[config.mk]
export PLATFORM = sky130hd
export DESIGN_NAME = seq_multiplier_4bit
export DESIGN_NICKNAME = d
export VERILOG_FILES = /design/src/rtl/seq_multiplier_4bit.sv
export SDC_FILE = /design/constraint.sdc
export NUM_CORES = 1
export LEC_CHECK = 0
export BUFFER_PORTS_ARGS = -buffer_cell sky130_fd_sc_hd__buf_2
export CAP_MARGIN = 20
export CORE_ASPECT_RATIO = 1.4
export CORE_MARGIN = 2
export CORE_UTILIZATION = 55
export DETAILED_ROUTE_END_ITERATION = 10
export GPL_TIMING_DRIVEN = 0
export PLACE_DENSITY = 0.8
export SLEW_MARGIN = 10
export SYNTH_ARGS = -nofsm -noshare
export SYNTH_HDL_FRONTEND = slang
export SYNTH_SLANG_ARGS = --single-unit
[constraint.sdc]
create_clock -name clk -period 5.2 [get_ports clk]
set_input_delay 1.3 -clock clk [delete_from_list [all_inputs] [get_ports clk]]
set_output_delay 1.3 -clock clk [all_outputs]
set_load 0.005 [all_outputs]
[src/rtl/seq_multiplier_4bit.sv]
// Unsigned 4x4 -> 8-bit shift-and-add multiplier with a start/busy/done handshake.
// A single 4-bit ripple-carry adder performs one partial-product add per CALC cycle.

module full_adder_4bit (
    input  logic [3:0] a_i,
    input  logic [3:0] b_i,
    input  logic       cin_i,
    output logic [3:0] sum_o,
    output logic       cout_o
);
    always_comb begin
        logic carry;
        carry = cin_i;
        sum_o = '0;
        for (int unsigned i = 0; i < 4; i++) begin
            sum_o[i] = a_i[i] ^ b_i[i] ^ carry;
            carry    = (a_i[i] & b_i[i]) | (carry & (a_i[i] ^ b_i[i]));
        end
        cout_o = carry;
    end
endmodule

module seq_multiplier_4bit #(
    parameter int unsigned ZERO_BYPASS = 1
) (
    input  logic       clk,
    input  logic       reset_n,
    input  logic       start,
    input  logic [3:0] op_a,
    input  logic [3:0] op_b,
    output logic       busy,
    output logic       done,
    output logic [7:0] product
);
    typedef enum logic [1:0] {
        IDLE = 2'd0,
        CALC = 2'd1,
        DONE = 2'd2
    } state_t;

    state_t     state_q, state_d;
    logic [3:0] mcand_q, mcand_d;
    logic [3:0] acc_hi_q, acc_hi_d;
    logic [3:0] mplier_q, mplier_d;
    logic [1:0] count_q, count_d;
    logic [7:0] product_q, product_d;

    logic [3:0] add_b;
    logic [3:0] add_sum;
    logic       add_cout;
    logic [7:0] shifted;

    assign add_b   = mplier_q[0] ? mcand_q : 4'h0;
    assign shifted = {add_cout, add_sum, mplier_q[3:1]};

    full_adder_4bit u_adder (
        .a_i    (acc_hi_q),
        .b_i    (add_b),
        .cin_i  (1'b0),
        .sum_o  (add_sum),
        .cout_o (add_cout)
    );

    always_ff @(posedge clk or negedge reset_n) begin
        if (!reset_n) begin
            state_q   <= IDLE;
            mcand_q   <= '0;
            acc_hi_q  <= '0;
            mplier_q  <= '0;
            count_q   <= '0;
            product_q <= '0;
        end else begin
            state_q   <= state_d;
            mcand_q   <= mcand_d;
            acc_hi_q  <= acc_hi_d;
            mplier_q  <= mplier_d;
            count_q   <= count_d;
            product_q <= product_d;
        end
    end

    always_comb begin
        state_d   = state_q;
        mcand_d   = mcand_q;
        acc_hi_d  = acc_hi_q;
        mplier_d  = mplier_q;
        count_d   = count_q;
        product_d = product_q;
        case (state_q)
            IDLE, DONE: begin
                if (start) begin
                    mcand_d  = op_a;
                    mplier_d = op_b;
                    acc_hi_d = '0;
                    count_d  = '0;
                    if ((ZERO_BYPASS != 0) && ((op_a == 4'h0) || (op_b == 4'h0))) begin
                        product_d = '0;
                        state_d   = DONE;
                    end else begin
                        state_d = CALC;
                    end
                end else begin
                    state_d = IDLE;
                end
            end
            CALC: begin
                // Carry-out enters acc_hi MSB so the final bit 7 is never lost.
                {acc_hi_d, mplier_d} = shifted;
                count_d              = count_q + 2'd1;
                if (count_q == 2'd3) begin
                    product_d = shifted;
                    state_d   = DONE;
                end
            end
            default: state_d = IDLE;
        endcase
    end

    always_comb begin
        busy    = (state_q == CALC);
        done    = (state_q == DONE);
        product = product_q;
    end
endmodule

==> results of run 1 <==
-- cell families after synthesis --
kind of cell	after synthesis
buf+inv	8
flops	24
compound gates	19
simple gates	35
fa+ha+maj	5
mux	5
-- registers in the layout, indices dropped and copies added, names as in the netlist --
signal / count
product: 8
mplier_q: 4
count_q: 2
state_q: 2
acc_hi_q: 4
mcand_q: 4
-- layout make-up --
class	instances	area (um^2)	area share (%)
Buffer	2	8.76	0.695
Clock buffer	4	36.3	2.88
Inverter	6	22.5	1.79
Multi-Input combinational cell	64	465	36.9
Sequential cell	24	601	47.7
Tap cell	21	26.3	2.09
Timing Repair Buffer	20	100	7.94
-- worst max-delay path: cells and delay by family (launching register included) --
family        cells  cell delay, ns
simple gates      1            0.16
buf+inv           2            0.46
flops             1            0.45
-- placed cells by master, fill, tap and decap left out, types with 3 or more instances in the layout --
cell type  instances
a22o_1             6
nand2_1           17
o22ai_1            3
dfrtp_1           24
clkbuf_4           3
buf_2             21
o2bb2ai_1          3
fa_1               3
inv_1              5
nor2_1             5
mux2i_1            5
a21o_1             4
-- metrics by stage --
| stage | total power, mW | hold WS, ns | utilization [%] | std cells |
|---|---|---|---|---|
| CTS | 0.693 | 0.511 | 65.4 | 141 |
| finish | 0.688 | 0.507 | 65.4 | 141 |
| floorplan | 0.500 | 0.438 | - | 96 |
| global route | 0.746 | 0.544 | 65.4 | 141 |
| global placement | 0.580 | 0.470 | 63.5 | 137 |
| detailed placement | 0.597 | 0.479 | 63.5 | 137 |
-- layer usage --
layer	GRT usage [%]	vias up	share of wire, %
met3	1.93	5	2.6
met5	0	-	0
met2	34.6	14	53
li1	-	379	-
met1	26.5	381	43
met4	10.6	0	2.0
-- worst min-delay path by stage --
stage / to / slack (ns) / cells past startpoint
finish: mcand_q[2] / 0.51 / 2
detailed placement: acc_hi_q[3] / 0.48 / 1
global placement: mcand_q[2] / 0.47 / 2
floorplan: mcand_q[0] / 0.44 / 2
CTS: acc_hi_q[3] / 0.51 / 1
global route: mcand_q[2] / 0.54 / 2
-- report_power, final --
group / internal (mW) / switching [mW] / total [mW] / leakage [nW]
clock network: 0.0428 / 0.0549 / 0.0977 / 0.0210
registers: 0.264 / 0.0526 / 0.317 / 0.306
logic: 0.127 / 0.146 / 0.273 / 0.345
==> metrics.sh, run 1 <==
RSZ0062_AT_GRT='no'
GRT_FIRST_PASS_WIRELENGTH_UM=3640
TIGHTESTPINTRANSITION_NS=0.531
R2R_SLACK_NS=3.06
VDD_DROP_MAX_mV=0.352
PATH_CLASS='reg2out'
LAYOUT.FILLER_CELLS=162
DIE_X_UM=41.8
ROW_COUNT=19
SYNTH.NET_COUNT=112
SYN_TO_FINAL_GROWTH_PCT=14.8
GLOBALROUTE.TOTALOVERFLOW=0
IO_BUFFERS=20
VIASPERCELL=5.52
TIMING.REG2REG.WORST_PATH_DEPTH=9
GRT_PASS1_VIAS=815
POST_CTS_RESIZE_COUNT=0
SYNTH_XOR_AREA_SHARE_PCT=0
WORST_SLEW_MARGIN_REL_PCT=64.6
CTS_BUFFER_DEPTH=2
SYNTHARSTFLOPSHARE_PCT=100
PERIOD_UTILIZATION_PCT=51.5
NUM-NETS-FINAL=137
POSTCTSSETUPREPAIRBUFS=0
GLOBALROUTETOTALUTIL_PCT=20.7
MULTIPLEXER_FRACTION_OF_THE_SYNTHESIZED_CELL_AREA_PCT=4.56
WORSTSKEWPAIRLATENCY_NS=0.31
SETUP.WORST_PATH.START_CLASS='flip-flop'
ANT_NETS=0
SYNTH_AREA_PER_CELL_UM2=11.4
FINAL-HOLD-VIOLATION-COUNT=0
WORST_R2R_STARTPOINT='mplier_q[0]'
SYNTH.YOSYS.SEQ_AREA_SHARE_PCT=54.7
YOSYSTOPAREACELL='dfrtp_1'
NUMBER_OF_ENABLE_FLIP_FLOP_CELLS_AFTER_SYNTHESIS=0
DETAILROUTE.VIA_COUNT=779
LEAKAGE_POWER_SUMMED_OVER_ALL_CELLS_nW=0.672
STDCELL_AREA_UM2=1260
DRT_DRC_VIOLATIONS_LEFT=0
WORST_SETUP_HOLD_PATH_CLK_SLEW_NS=0.13
CTS_HOLD_BUF=0
YS_TYPES=25
HOLDCRITPATHCLASS='reg2reg'
CRITPATHARRIVALTIME_NS=1.38
POST_SYNTH_INSTANCE_AREA_UM2=1100
FMAXACHIEVABLE_GHz=0.373
WORSTPATHCELLLIST='nand2b_2, clkinv_1, buf_2'
SYNTH_SEQ_CELLS=24
DIE_HEIGHT_UM=56.9
LAYOUT_SETUP_WS_NS=2.52
DRT_FIRST_ITER_VIOLATIONS=19
FIN_SETUP_TNS_NS=0
YOSYS.AREA_SHARE.SIMPLE_PCT=16.1
SYNTH.TOP_CELLS.BY_COUNT='dfrtp_1 (24), nand2_1 (17), a22o_1 (6)'
SYNTH_CELLS=96
SHARE_OF_FINAL_LAYOUT_STANDARD_CELLS_STRONGER_THAN_DRIVE_STRENGTH_1_PCT=25.0
CLOCK_SKEW_NS=0.00135
REPORT.FINAL.SETUP_VIOL=0
CLOCK-ROOT-BUFFER='clkbuf_4'
DOMINANT_COMBINATIONAL_CELL_FAMILY_BY_AREA_AFTER_SYNTHESIS='simple AND/OR/NAND/NOR gates'
IO_PINS=21
YOSYS.AREA.TOP_TYPE_SHARE_PCT=54.7
CTS_TREE='built'
POST-ROUTE-MIN-PERIOD_NS=2.68
TIMING_MAX_TRANSITION_VIOLATIONS_FINAL=0
POST_SYNTH_FA_HA_MAJ_AREA_FRACTION_PCT=7.75
DRT_WL_TOTAL_UM=2120
DETAIL_ROUTE.FIRST_PASS.ITERATIONS=4
PIN_COUNT_OF_THE_BIGGEST_NET_ENTERING_GLOBAL_ROUTING=25
NUM_ANTENNA_CELLS=0
COMPLEX_GATE_FRACTION_OF_THE_SYNTHESIZED_AREA_PCT=14.0
YS_TOP_CELLS_BY_AREA='dfrtp_1 (55%), nand2_1 (5.8%), fa_1 (5.5%)'
CTS_HTREE_LEVELS=1
CLOCK_SINK_TOTAL=24
WORST-ENDPOINT-REQUIRED_NS=3.90
OUTCOME='completed'
PLACE_WS_NS=2.66
PLACE_HPWL_UM=1560
POWERDENSITY_nW_PER_UM2=546
ANTENNA_FOUND_INITIAL=0
YOSYS_WARNINGS=0
TIMING.CRITICAL_PATH.FANOUT_MAX=8
CRIT_PATH_TOP_DELAY_CELL='dfrtp_1'
ROUTED_WIRE_LENGTH_PER_INSTANCE_UM=15.0
WORST_SETUP_PATH_ENDPOINT='busy'
MAXCAPVIOLATIONS=0
CP_SLOWEST_STAGE_DELAY_NS=0.45
SYNTH_TOP_FLOP_CELL='dfrtp_1'
RR_ENDPOINT='product[6]'
SETUP.WORST_PATH.END_CLASS='output port'
PLACEABLECOREAREA_UM2=1930
DIE_AREA_UM2=2370
TIMING.HOLD.WORST.START='mcand_q[2]'
POST_DP_CELL_AREA_UM2=1220
STARTING_UTILIZATION_OF_THE_CORE_AREA_PCT=57.0
NUMCTSBUFFERS=3
ROUTABILITYCONGESTION=0.726
POST-SYNTH-TOP-COUNT-CELL='dfrtp_1'
CRITICAL_PATH.STARTPOINT='state_q[0]'
No activity file was read; power rests on OpenSTA's default activity.
==> inputs of run 2 (changes only) <==
--- a/config.mk
+++ b/config.mk
@@ -9,10 +9,10 @@
 export CAP_MARGIN = 20
 export CORE_ASPECT_RATIO = 1.4
 export CORE_MARGIN = 2
-export CORE_UTILIZATION = 55
+export CORE_UTILIZATION = 48
 export DETAILED_ROUTE_END_ITERATION = 10
 export GPL_TIMING_DRIVEN = 0
-export PLACE_DENSITY = 0.8
+export PLACE_DENSITY = 0.74
 export SLEW_MARGIN = 10
 export SYNTH_ARGS = -nofsm -noshare
 export SYNTH_HDL_FRONTEND = slang
==> constraint.sdc (replaced) <==
create_clock -name clk -period 2.4 [get_ports clk]
set_input_delay 0.6 -clock clk [delete_from_list [all_inputs] [get_ports clk]]
set_output_delay 0.6 -clock clk [all_outputs]
set_load 0.005 [all_outputs]
==> metrics.sh, run 2 (synthesized netlist as in run 1, its figures left out) <==
OUTCOME='completed'  # unchanged
SYN_TO_FINAL_GROWTH_PCT=13.7  # was 14.8%
PATH_CLASS='reg2reg'  # was reg2out
ANTENNA_FOUND_INITIAL=0  # unchanged
CLOCK-ROOT-BUFFER='clkbuf_4'  # unchanged
SETUP.WORST_PATH.START_CLASS='flip-flop'  # unchanged
VIASPERCELL=5.49  # was 5.52
SWITCHINGPOWER_mW=0.525  # was 0.254 mW
DIE_HEIGHT_UM=60.6  # was 56.9 um
CLOCK_SKEW_NS=0.00813  # was 0.00135 ns
DETAILROUTE.VIA_COUNT=774  # was 779
CP_SLOWEST_STAGE_DELAY_NS=0.43  # was 0.45 ns
RR_ENDPOINT='product[6]'  # unchanged
CTS_HOLD_BUF=0  # unchanged
WORST_SLEW_MARGIN_REL_PCT=65.7  # was 64.6%
MAXCAPVIOLATIONS=0  # unchanged
STDCELL_AREA_UM2=1250  # was 1260 um^2
POST-ROUTE-MIN-PERIOD_NS=2.14
CRITPATHTOPFAMILY='adder cells'  # was buffers and inverters
HOLDCRITPATHCLASS='in2async'  # was reg2reg
TIMING_MAX_TRANSITION_VIOLATIONS_FINAL=0  # unchanged
PLACE_HPWL_UM=1530  # was 1560 um
NUM-NETS-FINAL=137  # unchanged
GLOBALROUTETOTALUTIL_PCT=17.7  # was 20.7%
WORSTPATHCELLLIST='and2_1, ha_1, inv_1, fa_1, inv_1, fa_1, inv_1, fa_1, o22ai_1'  # was nand2b_2, clkinv_1, buf_2
DRT_DRC_VIOLATIONS_LEFT=0  # unchanged
CLOCK_POWER_SHARE_PCT=11.8  # was 14.2%
WORST_R2R_STARTPOINT='mplier_q[0]'  # unchanged
POWERDENSITY_nW_PER_UM2=1150  # was 546 nW/um^2
IO_BUFFERS=20  # unchanged
ANT_NETS=0  # unchanged
TIMING.CRITICAL_PATH.FANOUT_MAX=5  # was 8
P_INT_mW=0.906  # was 0.434 mW
POWER.SHARE.SEQUENTIAL_PCT=47.6  # was 46.0%
COMB_POWER_SHARE_PCT=40.7  # was 39.7%
LARGEST_REGISTER_FFS=8  # unchanged
FIN_SETUP_TNS_NS=0  # unchanged
CTS_BUFFER_DEPTH=2  # unchanged
WORST-ENDPOINT-REQUIRED_NS=2.63  # was 3.90 ns
POSTCTSSETUPREPAIRBUFS=0  # unchanged
VDD_DROP_MAX_mV=0.530  # was 0.352 mV
GRT_PASS1_VIAS=798  # was 815
DIE_X_UM=44.4  # was 41.8 um
PIN_COUNT_OF_THE_BIGGEST_NET_ENTERING_GLOBAL_ROUTING=25  # unchanged
LAYOUT.CELLS.MOST_COMMON='dfrtp_1'  # unchanged
TOTAL_POWER_CONSUMPTION_OF_THE_ROUTED_DESIGN_mW=1.43  # was 0.688 mW
WORSTSKEWPAIRLATENCY_NS=0.31  # about the same
DIE_AREA_UM2=2690  # was 2370 um^2
MOST-COMMON-LAYOUT-CELLS='dfrtp_1 (24), buf_2 (21), nand2_1 (17)'  # unchanged
POWER.SWITCHING_FRACTION_PCT=36.7  # was 36.9%
RSZ0062_AT_GRT='no'  # unchanged
ROW_COUNT=20  # was 19
CTS_TREE='built'  # unchanged
PATH_BUF_INV=3  # was 2
DRT_FIRST_ITER_VIOLATIONS=10  # was 19
PERIOD_UTILIZATION_PCT=89.0
SHARE_OF_FINAL_LAYOUT_STANDARD_CELLS_STRONGER_THAN_DRIVE_STRENGTH_1_PCT=24.4  # was 25.0%
FIN_HOLD_WS_NS=0.242  # was 0.507 ns
DETAIL_ROUTE.FIRST_PASS.ITERATIONS=4  # unchanged
IO_PINS=21  # unchanged
CLOCK_SINK_TOTAL=24  # unchanged
R2R_SLACK_NS=0.26  # was 3.06 ns
NUM_ANTENNA_CELLS=0  # unchanged
SETUP.WORST_PATH.END_CLASS='flip-flop'  # was output port
DRT_WL_TOTAL_UM=1950  # was 2120 um
ROUTED_WIRE_LENGTH_PER_INSTANCE_UM=13.8  # was 15.0 um
CTS_HTREE_LEVELS=1  # unchanged
STARTING_UTILIZATION_OF_THE_CORE_AREA_PCT=50.4  # was 57.0%
ROUTABILITYCONGESTION=0.695  # was 0.726
TIMING.REG2REG.WORST_PATH_DEPTH=9  # unchanged
WORST_SETUP_HOLD_PATH_CLK_SLEW_NS=0.12  # was 0.13 ns
CRITPATHARRIVALTIME_NS=2.37  # was 1.38 ns
REPORT.FINAL.SETUP_VIOL=0  # unchanged
TIGHTESTPINTRANSITION_NS=0.515  # was 0.531 ns
GLOBALROUTE.TOTALOVERFLOW=0  # unchanged
CRIT_PATH_TOP_DELAY_CELL='dfrtp_1'  # unchanged
FMAXACHIEVABLE_GHz=0.468
FINAL-HOLD-VIOLATION-COUNT=0  # unchanged
PLACEABLECOREAREA_UM2=2180  # was 1930 um^2
POST_DP_CELL_AREA_UM2=1220  # about the same
POST_CTS_RESIZE_COUNT=0  # unchanged
LEAKAGE_POWER_SUMMED_OVER_ALL_CELLS_nW=0.665  # was 0.672 nW
GRT_FIRST_PASS_WIRELENGTH_UM=3350  # was 3640 um
NUMCTSBUFFERS=3  # unchanged
run 2: layout make-up:
type                       instances  area (um^2)
buffer                             2         8.76
clock buffer                       3         22.5
fill                             198          930
inverter                           6         22.5
multi-input combinational         64          465
sequential                        24          601
tap                               22         27.5
timing repair buffer              20          100
run 2: metal layers:
metal  track usage, %  wire length [um]  vias up
li1                 -                 -      375
met1             19.2               788      377
met2             33.2              1080       18
met3             1.79                58        4
met4             9.09                27        0
met5                0                 0        -
run 2: worst max path at each step:
stage | endpoint | cells past startpoint | slack [ns] | startpoint
2_1_floorplan | product[6] | 9 | 0.41 | mplier_q[0]
3_3_place_gp | product[6] | 9 | 0.34 | mplier_q[0]
3_5_place_dp | product[6] | 9 | 0.31 | mplier_q[0]
4_1_cts | product[6] | 9 | 0.28 | mplier_q[0]
5_1_grt | product[6] | 9 | 0.16 | mplier_q[0]
6_report | product[6] | 9 | 0.26 | mplier_q[0]
run 2: metrics by stage:
step	utilization, %	cells	setup slack [ns]
global placement	56.3	138	0.343
global route	57.3	141	0.160
detailed placement	56.3	138	0.308
CTS	57.3	141	0.277
floorplan	-	96	0.410
finish	57.3	141	0.263
run 2: power by group through the flow:
stage	Clock [mW]	Combinational, mW	Sequential, mW
6_report	0.168	0.582	0.680
5_1_grt	0.187	0.671	0.703
3_3_place_gp	0	0.575	0.687
4_1_cts	0.175	0.594	0.683
3_5_place_dp	0	0.589	0.694
2_1_floorplan	0	0.413	0.670
